<file path="config.mk">
export PLATFORM = sky130hd
export DESIGN_NAME = if_stage
export DESIGN_NICKNAME = d
export VERILOG_FILES = /design/src/rtl/if_stage_pkg.sv /design/src/rtl/if_fifo.sv /design/src/rtl/if_stage.sv
export SDC_FILE = /design/constraint.sdc
export NUM_CORES = 1
export LEC_CHECK = 0
export CAP_MARGIN = 40
export CORE_MARGIN = 2
export CORE_UTILIZATION = 35
export DETAILED_ROUTE_END_ITERATION = 8
export GPL_TIMING_DRIVEN = 0
export MAX_ROUTING_LAYER = met4
export REMOVE_ABC_BUFFERS = 1
export SYNTH_ARGS = -nofsm -noshare
export SYNTH_HDL_FRONTEND = slang
export SYNTH_SLANG_ARGS = --single-unit
</file>
<file path="constraint.sdc">
create_clock -name clk -period 9.74 [get_ports clk]
set_input_delay 1.948 -clock clk [delete_from_list [all_inputs] [get_ports clk]]
set_output_delay 1.948 -clock clk [all_outputs]
set_load 0.05 [all_outputs]
</file>
<file path="src/rtl/if_stage_pkg.sv">
// Shared constants and types for the Xcore instruction-fetch stage.
package if_stage_pkg;

  localparam logic [31:0] ZERO_WORD     = 32'h0000_0000;
  localparam logic [31:0] INST_ADDR_NOP = 32'h0000_0000;
  localparam logic [31:0] INST_NOP      = 32'h0000_0013;

  typedef enum logic [1:0] {
    IF_REQ     = 2'd0,
    IF_WAIT    = 2'd1,
    IF_DISCARD = 2'd2
  } if_state_e;

  typedef struct packed {
    logic [31:0] pc;
    logic [31:0] inst;
  } fetch_ent_t;

endpackage

</file>
<file path="src/rtl/if_fifo.sv">
// Fetch buffer holding {pc, inst} pairs; read port is the current head, no bypass.
module if_fifo
  import if_stage_pkg::*;
#(
  parameter int DEPTH = 2
) (
  input  logic                     clk,
  input  logic                     rst,
  input  logic                     push,
  input  logic                     pop,
  input  logic                     clear,
  input  fetch_ent_t               wdata,
  output fetch_ent_t               rdata,
  output logic                     full,
  output logic                     empty,
  output logic [$clog2(DEPTH):0]   count
);

  localparam int AW = $clog2(DEPTH);

  fetch_ent_t       mem [DEPTH];
  logic [AW-1:0]    wr_ptr;
  logic [AW-1:0]    rd_ptr;

  assign rdata = mem[rd_ptr];
  assign full  = (count == (AW+1)'(DEPTH));
  assign empty = (count == '0);

  // Storage needs no reset; pointers and count define what is valid.
  always_ff @(posedge clk) begin
    if (push && !clear) mem[wr_ptr] <= wdata;
  end

  always_ff @(posedge clk or posedge rst) begin
    if (rst) begin
      wr_ptr <= '0;
      rd_ptr <= '0;
      count  <= '0;
    end else if (clear) begin
      wr_ptr <= '0;
      rd_ptr <= '0;
      count  <= '0;
    end else begin
      if (push) wr_ptr <= wr_ptr + 1'b1;
      if (pop)  rd_ptr <= rd_ptr + 1'b1;
      count <= count + {{AW{1'b0}}, push} - {{AW{1'b0}}, pop};
    end
  end

endmodule

</file>
<file path="src/rtl/if_stage.sv">
// Instruction fetch: PC generator, single-outstanding ROM handshake, fetch buffer
// and the IF/ID register, with ex redirects and NOP bubble insertion.
module if_stage
  import if_stage_pkg::*;
#(
  parameter logic [31:0] RESET_PC   = 32'h0000_0000,
  parameter int          FIFO_DEPTH = 2
) (
  input  logic        clk,
  input  logic        rst,
  input  logic        stall,
  input  logic        jump_en,
  input  logic [31:0] jump_addr,
  output logic        rom_req,
  output logic [31:0] rom_addr,
  input  logic        rom_gnt,
  input  logic        rom_rvalid,
  input  logic [31:0] rom_rdata,
  output logic [31:0] pc_o,
  output logic [31:0] inst_o
);

  localparam int CW = $clog2(FIFO_DEPTH) + 1;

  if_state_e   state;
  logic [31:0] fetch_pc;
  logic [31:0] req_pc;
  logic        gnt_ok;
  logic        fifo_push;
  logic        fifo_pop;
  logic        fifo_full;
  logic        fifo_empty;
  logic [CW-1:0] fifo_count;
  fetch_ent_t  fifo_head;
  fetch_ent_t  fifo_wdata;

  // A request is only issued when a buffer slot is free for its response.
  assign rom_req  = !rst && (state == IF_REQ) && (fifo_count < CW'(FIFO_DEPTH));
  assign rom_addr = fetch_pc;
  assign gnt_ok   = rom_req && rom_gnt;

  assign fifo_push  = (state == IF_WAIT) && rom_rvalid && !jump_en && !fifo_full;
  assign fifo_pop   = !jump_en && !stall && !fifo_empty;
  assign fifo_wdata = '{pc: req_pc, inst: rom_rdata};

  if_fifo #(.DEPTH(FIFO_DEPTH)) u_fifo (
    .clk   (clk),
    .rst   (rst),
    .push  (fifo_push),
    .pop   (fifo_pop),
    .clear (jump_en),
    .wdata (fifo_wdata),
    .rdata (fifo_head),
    .full  (fifo_full),
    .empty (fifo_empty),
    .count (fifo_count)
  );

  always_ff @(posedge clk or posedge rst) begin
    if (rst) begin
      state    <= IF_REQ;
      fetch_pc <= RESET_PC;
      req_pc   <= ZERO_WORD;
    end else if (jump_en) begin
      fetch_pc <= jump_addr;
      // Any response still owed by memory must be swallowed in DISCARD.
      case (state)
        IF_REQ:  state <= gnt_ok ? IF_DISCARD : IF_REQ;
        default: state <= rom_rvalid ? IF_REQ : IF_DISCARD;
      endcase
    end else begin
      case (state)
        IF_REQ: begin
          if (gnt_ok) begin
            state    <= IF_WAIT;
            req_pc   <= fetch_pc;
            fetch_pc <= fetch_pc + 32'd4;
          end
        end
        IF_WAIT, IF_DISCARD: if (rom_rvalid) state <= IF_REQ;
        default: state <= IF_REQ;
      endcase
    end
  end

  always_ff @(posedge clk or posedge rst) begin
    if (rst) begin
      pc_o   <= INST_ADDR_NOP;
      inst_o <= INST_NOP;
    end else if (jump_en) begin
      pc_o   <= INST_ADDR_NOP;
      inst_o <= INST_NOP;
    end else if (!stall) begin
      if (!fifo_empty) begin
        pc_o   <= fifo_head.pc;
        inst_o <= fifo_head.inst;
      end else begin
        pc_o   <= INST_ADDR_NOP;
        inst_o <= INST_NOP;
      end
    end
  end

endmodule

</file>
==> run_results.csv, run 1 <==
group,metric,value,unit
run_status,status,"complete, no violations",
floorplanning,ioPinCount,167,
drt,drc,0,
placement,io_buffers,166,
yosys,ys_ff_latch,262,
drt,drt_iter0_drc,329,
clock_network,cts_tree,"built",
clock_network,postCtsHoldBufs,0,
clock_network,cts.path.max_buffers,3,
yosys,muxShareOfSynthArea,10.1,%
yosys,synth_warnings,0,
drt,post_drt_wl_per_cell,18.6,µm
drt,firstDrtPassIters,4,
power,leakage,4.93,nW
sta,slew_viol_final,0,
yosys,synth_ff_type,"dfrtp_1",
floorplanning,num_rows,62,
setup_path,cp_max_fo,4,
clock_network,post_cts_buffers,0,
setup_path,end_kind,"output pin",
layout,final_util,47.1,%
setup_path,cp.arrival,3520,ps
sta,period_minus_slack,5470,ps
clock_network,cts.sinks,262,
sta,fin_setup_tns,0,ps
placement,dpl_cell_area,0.0126,mm²
setup_path,critPathLaunchType,"primary input",
global_route,grt_util_all_layers,16.8,%
clock_network,post_cts_resized,0,
setup_path,cp.required,7790,ps
drt,vias_per_cell,5.01,
sta,finalCritPeriodShare,56.1,%
yosys,synth_area,0.0103,mm²
drt,ant_nets,0,
layout,fin_nets,992,
sta,worst_pin_slew,676,ps
power,ir_drop,0.132,mV
drt,drt-total-wl,24700,µm
power,power_density,205,mW/mm²
yosys,synth.area.top_cells,"edfxtp_1, dfrtp_1, mux2i_1, mux2_2, o21ai_0",
floorplanning,die_w,175,µm
yosys,syn_area_per_cell,13.9,µm²
yosys,seq_area_frac_synth,70.2,%
clock_network,cts_root_buf,"clkbuf_16",
global_route,overflow,0,
layout,area_delta_synth_final,32.2,%
global_route,grt_pass1_wl,39100,µm
placement,dpl.hpwl,16600,µm
floorplanning,core-area,0.0288,mm²
sta,rsz0062_at_grt,"no",
yosys,synth_compound_area_share,6.49,%
yosys,synth_edf_count,128,
global_route,grt_pass1_vias,6775,
job,drv_cap,0,
floorplanning,die_area,0.0307,mm²
sta,skew,11.0,ps
clock_network,cts_htree_levels,1,
yosys,synthCells,739,
yosys,synth.largest_area_cell,"edfxtp_1",
clock_network,cts-buffers-inserted,29,
drt,vias,6645,
yosys,ys_types,47,
yosys,synthXorXnorAreaFrac,0.939,%
floorplanning,initial_core_util,35.7,%
placement,routabilityCongestion,0.765,
setup_path,crit_type,"primary input to output pin",
yosys,yosysTopAreaCellShare,37.5,%
sta,fmax,0.183,GHz
global_route,antenna_found_initial,2,
clock_network,clk_pin_slew,60,ps
yosys,synth_top_family_by_area,"multiplexers",
sta,final_hold_viol_count,0,
layout,fillers,2592,
layout,drive_gt1_share,12.3,%
global_route,grt_max_degree,50,
sta,setup_viol,0,
yosys,synthSimpleGateAreaFrac,9.68,%
clock_network,clk_latency,550,ps
layout,fin_area,0.0136,mm²
hold_path,hp-class,"flop to flop",
floorplanning,die_h,175,µm
yosys,async_flop_share,51.1,%
sta,slew_headroom,54.7,%
yosys,synth_fa_ha_area_share,0.610,%
[cell usage in the layout, fill, tap and decap left out, types with 5 or more instances in the layout]
cell / netlist / layout
nor2_1: 21 / 20
clkinv_1: 1 / 5
clkinv_2: 0 / 6
dfrtp_1: 131 / 130
o21ai_0: 74 / 74
a31oi_1: 14 / 14
ha_1: 5 / 5
nor2b_1: 6 / 5
or4_1: 21 / 21
clkbuf_8: 0 / 5
nand3_1: 19 / 19
mux2i_1: 65 / 65
nand4_1: 11 / 11
clkbuf_16: 0 / 29
clkbuf_1: 27 / 5
buf_16: 0 / 9
o31ai_1: 13 / 13
inv_1: 9 / 8
buf_4: 1 / 10
edfxtp_1: 128 / 128
a21oi_1: 5 / 5
clkdlybuf4s50_1: 0 / 165
mux2_2: 34 / 34
xor2_1: 7 / 7
nand2_1: 85 / 85
[cell usage after synthesis, types with 7 or more instances]
library cell,count
nand4_1,11
edfxtp_1,128
inv_1,9
or4_1,21
nor2_1,21
xor2_1,7
o31ai_1,13
buf_2,11
mux2_2,34
nand2_1,85
a31oi_1,14
nand3_1,19
o21ai_0,74
dfrtp_1,131
mux2i_1,65
clkbuf_1,27
[routing by layer]
layer	wire (µm)	GRT usage (%)	vias to the layer above	part of all wire, %
met5	0	-	-	0
li1	-	-	3113	-
met1	10900	21.6	3300	44
met3	1740	3.92	42	7.0
met2	11600	27.0	190	47
met4	446	3.89	0	1.8
[final timing paths]
check | startpoint | end | slack, ps | cells after the start
worst max-delay path | rst | rom_req | 4270 | 3
max in group asynchronous | rst | pc_o[25]$_DFFE_PP0P_ | 6950 | 4
worst max register to register | state[1]$_DFFE_PP0P_ | rom_addr[22]$_DFFE_PP0P_ | 6830 | 6
min in group asynchronous | rst | rom_addr[4]$_DFFE_PP0P_ | 1880 | 2
worst min-delay path | req_pc[29]$_DFFE_PP0P_ | u_fifo.mem[0][61]$_DFFE_PP_ | 470 | 0
worst min register to register | req_pc[29]$_DFFE_PP0P_ | u_fifo.mem[0][61]$_DFFE_PP_ | 470 | 0
[area by class of cell]
class	count	area [µm²]	share of cell area, %
multi-input combinational	426	2890	21.3
tap	384	480	3.54
inverter	10	42.5	0.314
sequential	262	7200	53.1
timing repair buffer	188	2020	14.9
antenna	2	5.00	0.0369
clock inverter	15	110	0.812
clock buffer	39	813	5.99
[kinds of logic after synthesis]
| logic type | count (synthesis) |
|---|---|
| flops | 262 |
| buf+inv | 51 |
| fa+ha+maj | 5 |
| mux | 99 |
| simple gates | 194 |
| compound gates | 117 |
| xor+xnor | 11 |
[where the power goes]
group | total, mW | switching (mW) | internal [mW]
Sequential | 1.39 | 0.0845 | 1.30
Combinational | 0.346 | 0.185 | 0.161
Clock | 1.05 | 0.435 | 0.611
Total | 2.78 | 0.705 | 2.07
[worst max-delay path, cell delays in order]
cell,delay (ps)
clkdlybuf4s50_1,510
nor3b_1,230
clkdlybuf4s50_1,830
[sequential cells by signal, indices dropped and copies added, names as in the netlist]
| name | count |
|---|---|
| u_fifo.mem | 128 |
| u_fifo.wr_ptr | 1 |
| state | 2 |
| req_pc | 32 |
| u_fifo.rd_ptr | 1 |
| pc_o | 32 |
| u_fifo.count | 2 |
| rom_addr | 32 |
| inst_o | 32 |
[per-stage QoR]
stage	instances	setup slack, ps	power [mW]	hold WS, ps
2_1_floorplan	698	868	1.60	438
3_3_place_gp	1248	-6020	1.74	446
3_5_place_dp	1270	4270	1.76	453
4_1_cts	1324	4260	2.82	467
5_1_grt	1326	4160	2.91	483
6_report	1326	4270	2.78	468
Note: power is estimated with default switching activity, not from simulation.
==> run 2: changes to the inputs <==
- clock period: 9.74 -> 4.8 ns (I/O delays scaled with it)
==> results of run 2 <==
The final DEF is identical to that of run 1. Status: complete, no violations.
Among the figures that moved: setup slack after placement 4270 ps -> 1040 ps; setup slack after layout 4270 ps -> 1310 ps; register-to-register setup slack 6830 ps -> 1890 ps; total power 2.78 mW -> 5.64 mW; worst IR drop on VDD 0.132 mV -> 0.267 mV
==> run 3: changes to the inputs <==
- clock period: 4.8 -> 3.09 ns (I/O delays scaled with it)
==> run 3 against run 2 <==
Compared with the run above:
- via count down 0.15%
- total power up 55%
- non-clock buffer count unchanged
- critical path depth up 3
- core utilization up 0.057 points
- wire length about the same
- cell area up 0.12%
- first-iteration DRC count down 4.0%
- sequential power up 55%
==> run_results.csv, run 3 (synthesis results as in run 1) <==
group,metric,value,unit
layout,largest_reg_flops,128,
clock_network,cts.sinks,262,
run_status,status,"complete, no violations",
drt,drt_iter0_drc,316,
setup_path,slowest_delay,670,ps
placement,dpl_cell_area,0.0126,mm²
placement,routabilityCongestion,0.765,
clock_network,cts-buffers-inserted,29,
hold_path,hold_path_end,"u_fifo.mem[0][61]$_DFFE_PP_",
setup_path,cp_max_fo,19,
hold_path,whs_path_depth,0,
sta,slew_viol_final,0,
clock_network,cts_root_buf,"clkbuf_16",
power,seqPwrFrac,49.9,%
global_route,grt_pass1_wl,39100,µm
clock_network,cts.path.max_buffers,3,
sta,setup_viol,0,
power,power,8.76,mW
drt,vias,6635,
floorplanning,die_w,175,µm
setup_path,rrSetupSlack,380,ps
drt,ant_nets,0,
setup_path,path_cells,"inv_1, ha_1, and4bb_1, nand4_4, or4_1, a31oi_1",
hold_path,hp-class,"flop to flop",
global_route,antenna_found_initial,2,
layout,fin_area,0.0136,mm²
power,ir_drop,0.416,mV
hold_path,hp-start,"req_pc[29]$_DFFE_PP0P_",
power,combPwrFrac,12.5,%
power,power_density,645,mW/mm²
clock_network,post_cts_buffers,0,
layout,multi_input_area,0.00290,mm²
sta,period_minus_slack,2710,ps
power,leakage,4.93,nW
sta,rsz0062_at_grt,"no",
drt,drt-total-wl,24700,µm
global_route,grt_util_all_layers,16.8,%
setup_path,reg2regPathDepth,6,
floorplanning,die_h,175,µm
layout,final_cell_mix,"clkdlybuf4s50_1, dfrtp_1, edfxtp_1, nand2_1, o21ai_0",
layout,final_common_cell,"clkdlybuf4s50_1",
sta,fmax,0.369,GHz
sta,worst_pin_slew,676,ps
setup_path,cp.arrival,3160,ps
floorplanning,core-area,0.0288,mm²
setup_path,cp.buffers_inverters,1,
layout,top_register,"u_fifo.mem",
sta,skew,12.3,ps
drt,firstDrtPassIters,4,
setup_path,end_kind,"flop",
clock_network,cts_tree,"built",
layout,regArea,0.00720,mm²
floorplanning,die_area,0.0307,mm²
global_route,grt_max_degree,50,
layout,area_delta_synth_final,32.4,%
setup_path,reg2reg_from,"state[1]$_DFFE_PP0P_",
placement,io_buffers,166,
global_route,overflow,0,
power,switching_share,25.4,%
power,clockPowerShare,37.6,%
drt,post_drt_wl_per_cell,18.7,µm
sta,slew_headroom,54.7,%
job,drv_cap,0,
setup_path,crit_type,"flop to flop",
global_route,grt_pass1_vias,6775,
setup_path,critical-path-top-delay-family,"simple AND/OR/NAND/NOR gates",
floorplanning,initial_core_util,35.7,%
floorplanning,ioPinCount,167,
clock_network,clk_latency,550,ps
clock_network,cts_htree_levels,1,
layout,fin_nets,992,
setup_path,r2r-end,"rom_addr[22]$_DFFE_PP0P_",
drt,vias_per_cell,5.00,
placement,dpl.hpwl,16600,µm
layout,drive_gt1_share,12.4,%
setup_path,cp.required,3540,ps
setup_path,critPathLaunchType,"flop",
power,p_int,6.54,mW
setup_path,crit_slowest_cell,"and4bb_1",
sta,finalCritPeriodShare,87.6,%
floorplanning,num_rows,62,
clock_network,clk_pin_slew,60,ps
power,power.switching,2.22,mW
drt,drc,0,
sta,final_hold_viol_count,0,
layout,fillers,2588,
run 3: power by group through the flow:
stage               Clock [mW]  Sequential (mW)  Combinational [mW]
floorplan                    0             4.57               0.487
global placement             0             4.44                1.04
detailed placement           0             4.44                1.10
CTS                       3.40             4.37                1.11
global route              3.55             4.43                1.19
finish                    3.30             4.37                1.09
run 3: repair_timing:
action | 4_1_cts | 5_1_grt
hold buffers | 0 | 0
gates resized for setup | 0 | 3
endpoints found under the setup margin | 0 | 5
run 3: routing by layer:
metal	up-vias	part of all wire, %	GRT usage [%]
met2	189	47	27.0
met4	0	1.8	3.89
met3	44	7.0	3.92
met5	-	0	-
met1	3291	44	21.6
li1	3111	-	-
run 3: area by class of cell:
class	instances	area share (%)
sequential	262	53.0
multi-input combinational	426	21.4
timing repair buffer	188	14.9
clock buffer	39	5.99
tap	384	3.54
clock inverter	15	0.811
inverter	10	0.313
antenna	2	0.0368
run 3: stage by stage:
| step | TNS [ps] | utilization [%] | cells | hold WS, ps | setup WS, ps |
|---|---|---|---|---|---|
| after floorplan | -434850 | - | 698 | 438 | -4450 |
| after global placement | -1776020 | 42.5 | 1248 | 446 | -11340 |
| after detailed placement | -4130 | 43.9 | 1270 | 453 | -330 |
| after CTS | 0 | 47.1 | 1324 | 467 | 130 |
| after global routing | 0 | 47.2 | 1326 | 483 | 168 |
| final | 0 | 47.2 | 1326 | 468 | 382 |
run 3: worst max-delay path by stage:
stage	startpoint	end	slack, ps	cells past startpoint
after floorplan	jump_en	u_fifo.mem[0][0]$_DFFE_PP_	-4450	1
after global placement	jump_en	u_fifo.mem[0][24]$_DFFE_PP_	-11340	2
after detailed placement	rst	rom_addr[22]$_DFFE_PP0P_	-330	5
after CTS	state[1]$_DFFE_PP0P_	rom_req	130	4
after global routing	state[1]$_DFFE_PP0P_	rom_addr[29]$_DFFE_PP0P_	170	6
final	state[1]$_DFFE_PP0P_	rom_addr[22]$_DFFE_PP0P_	380	6
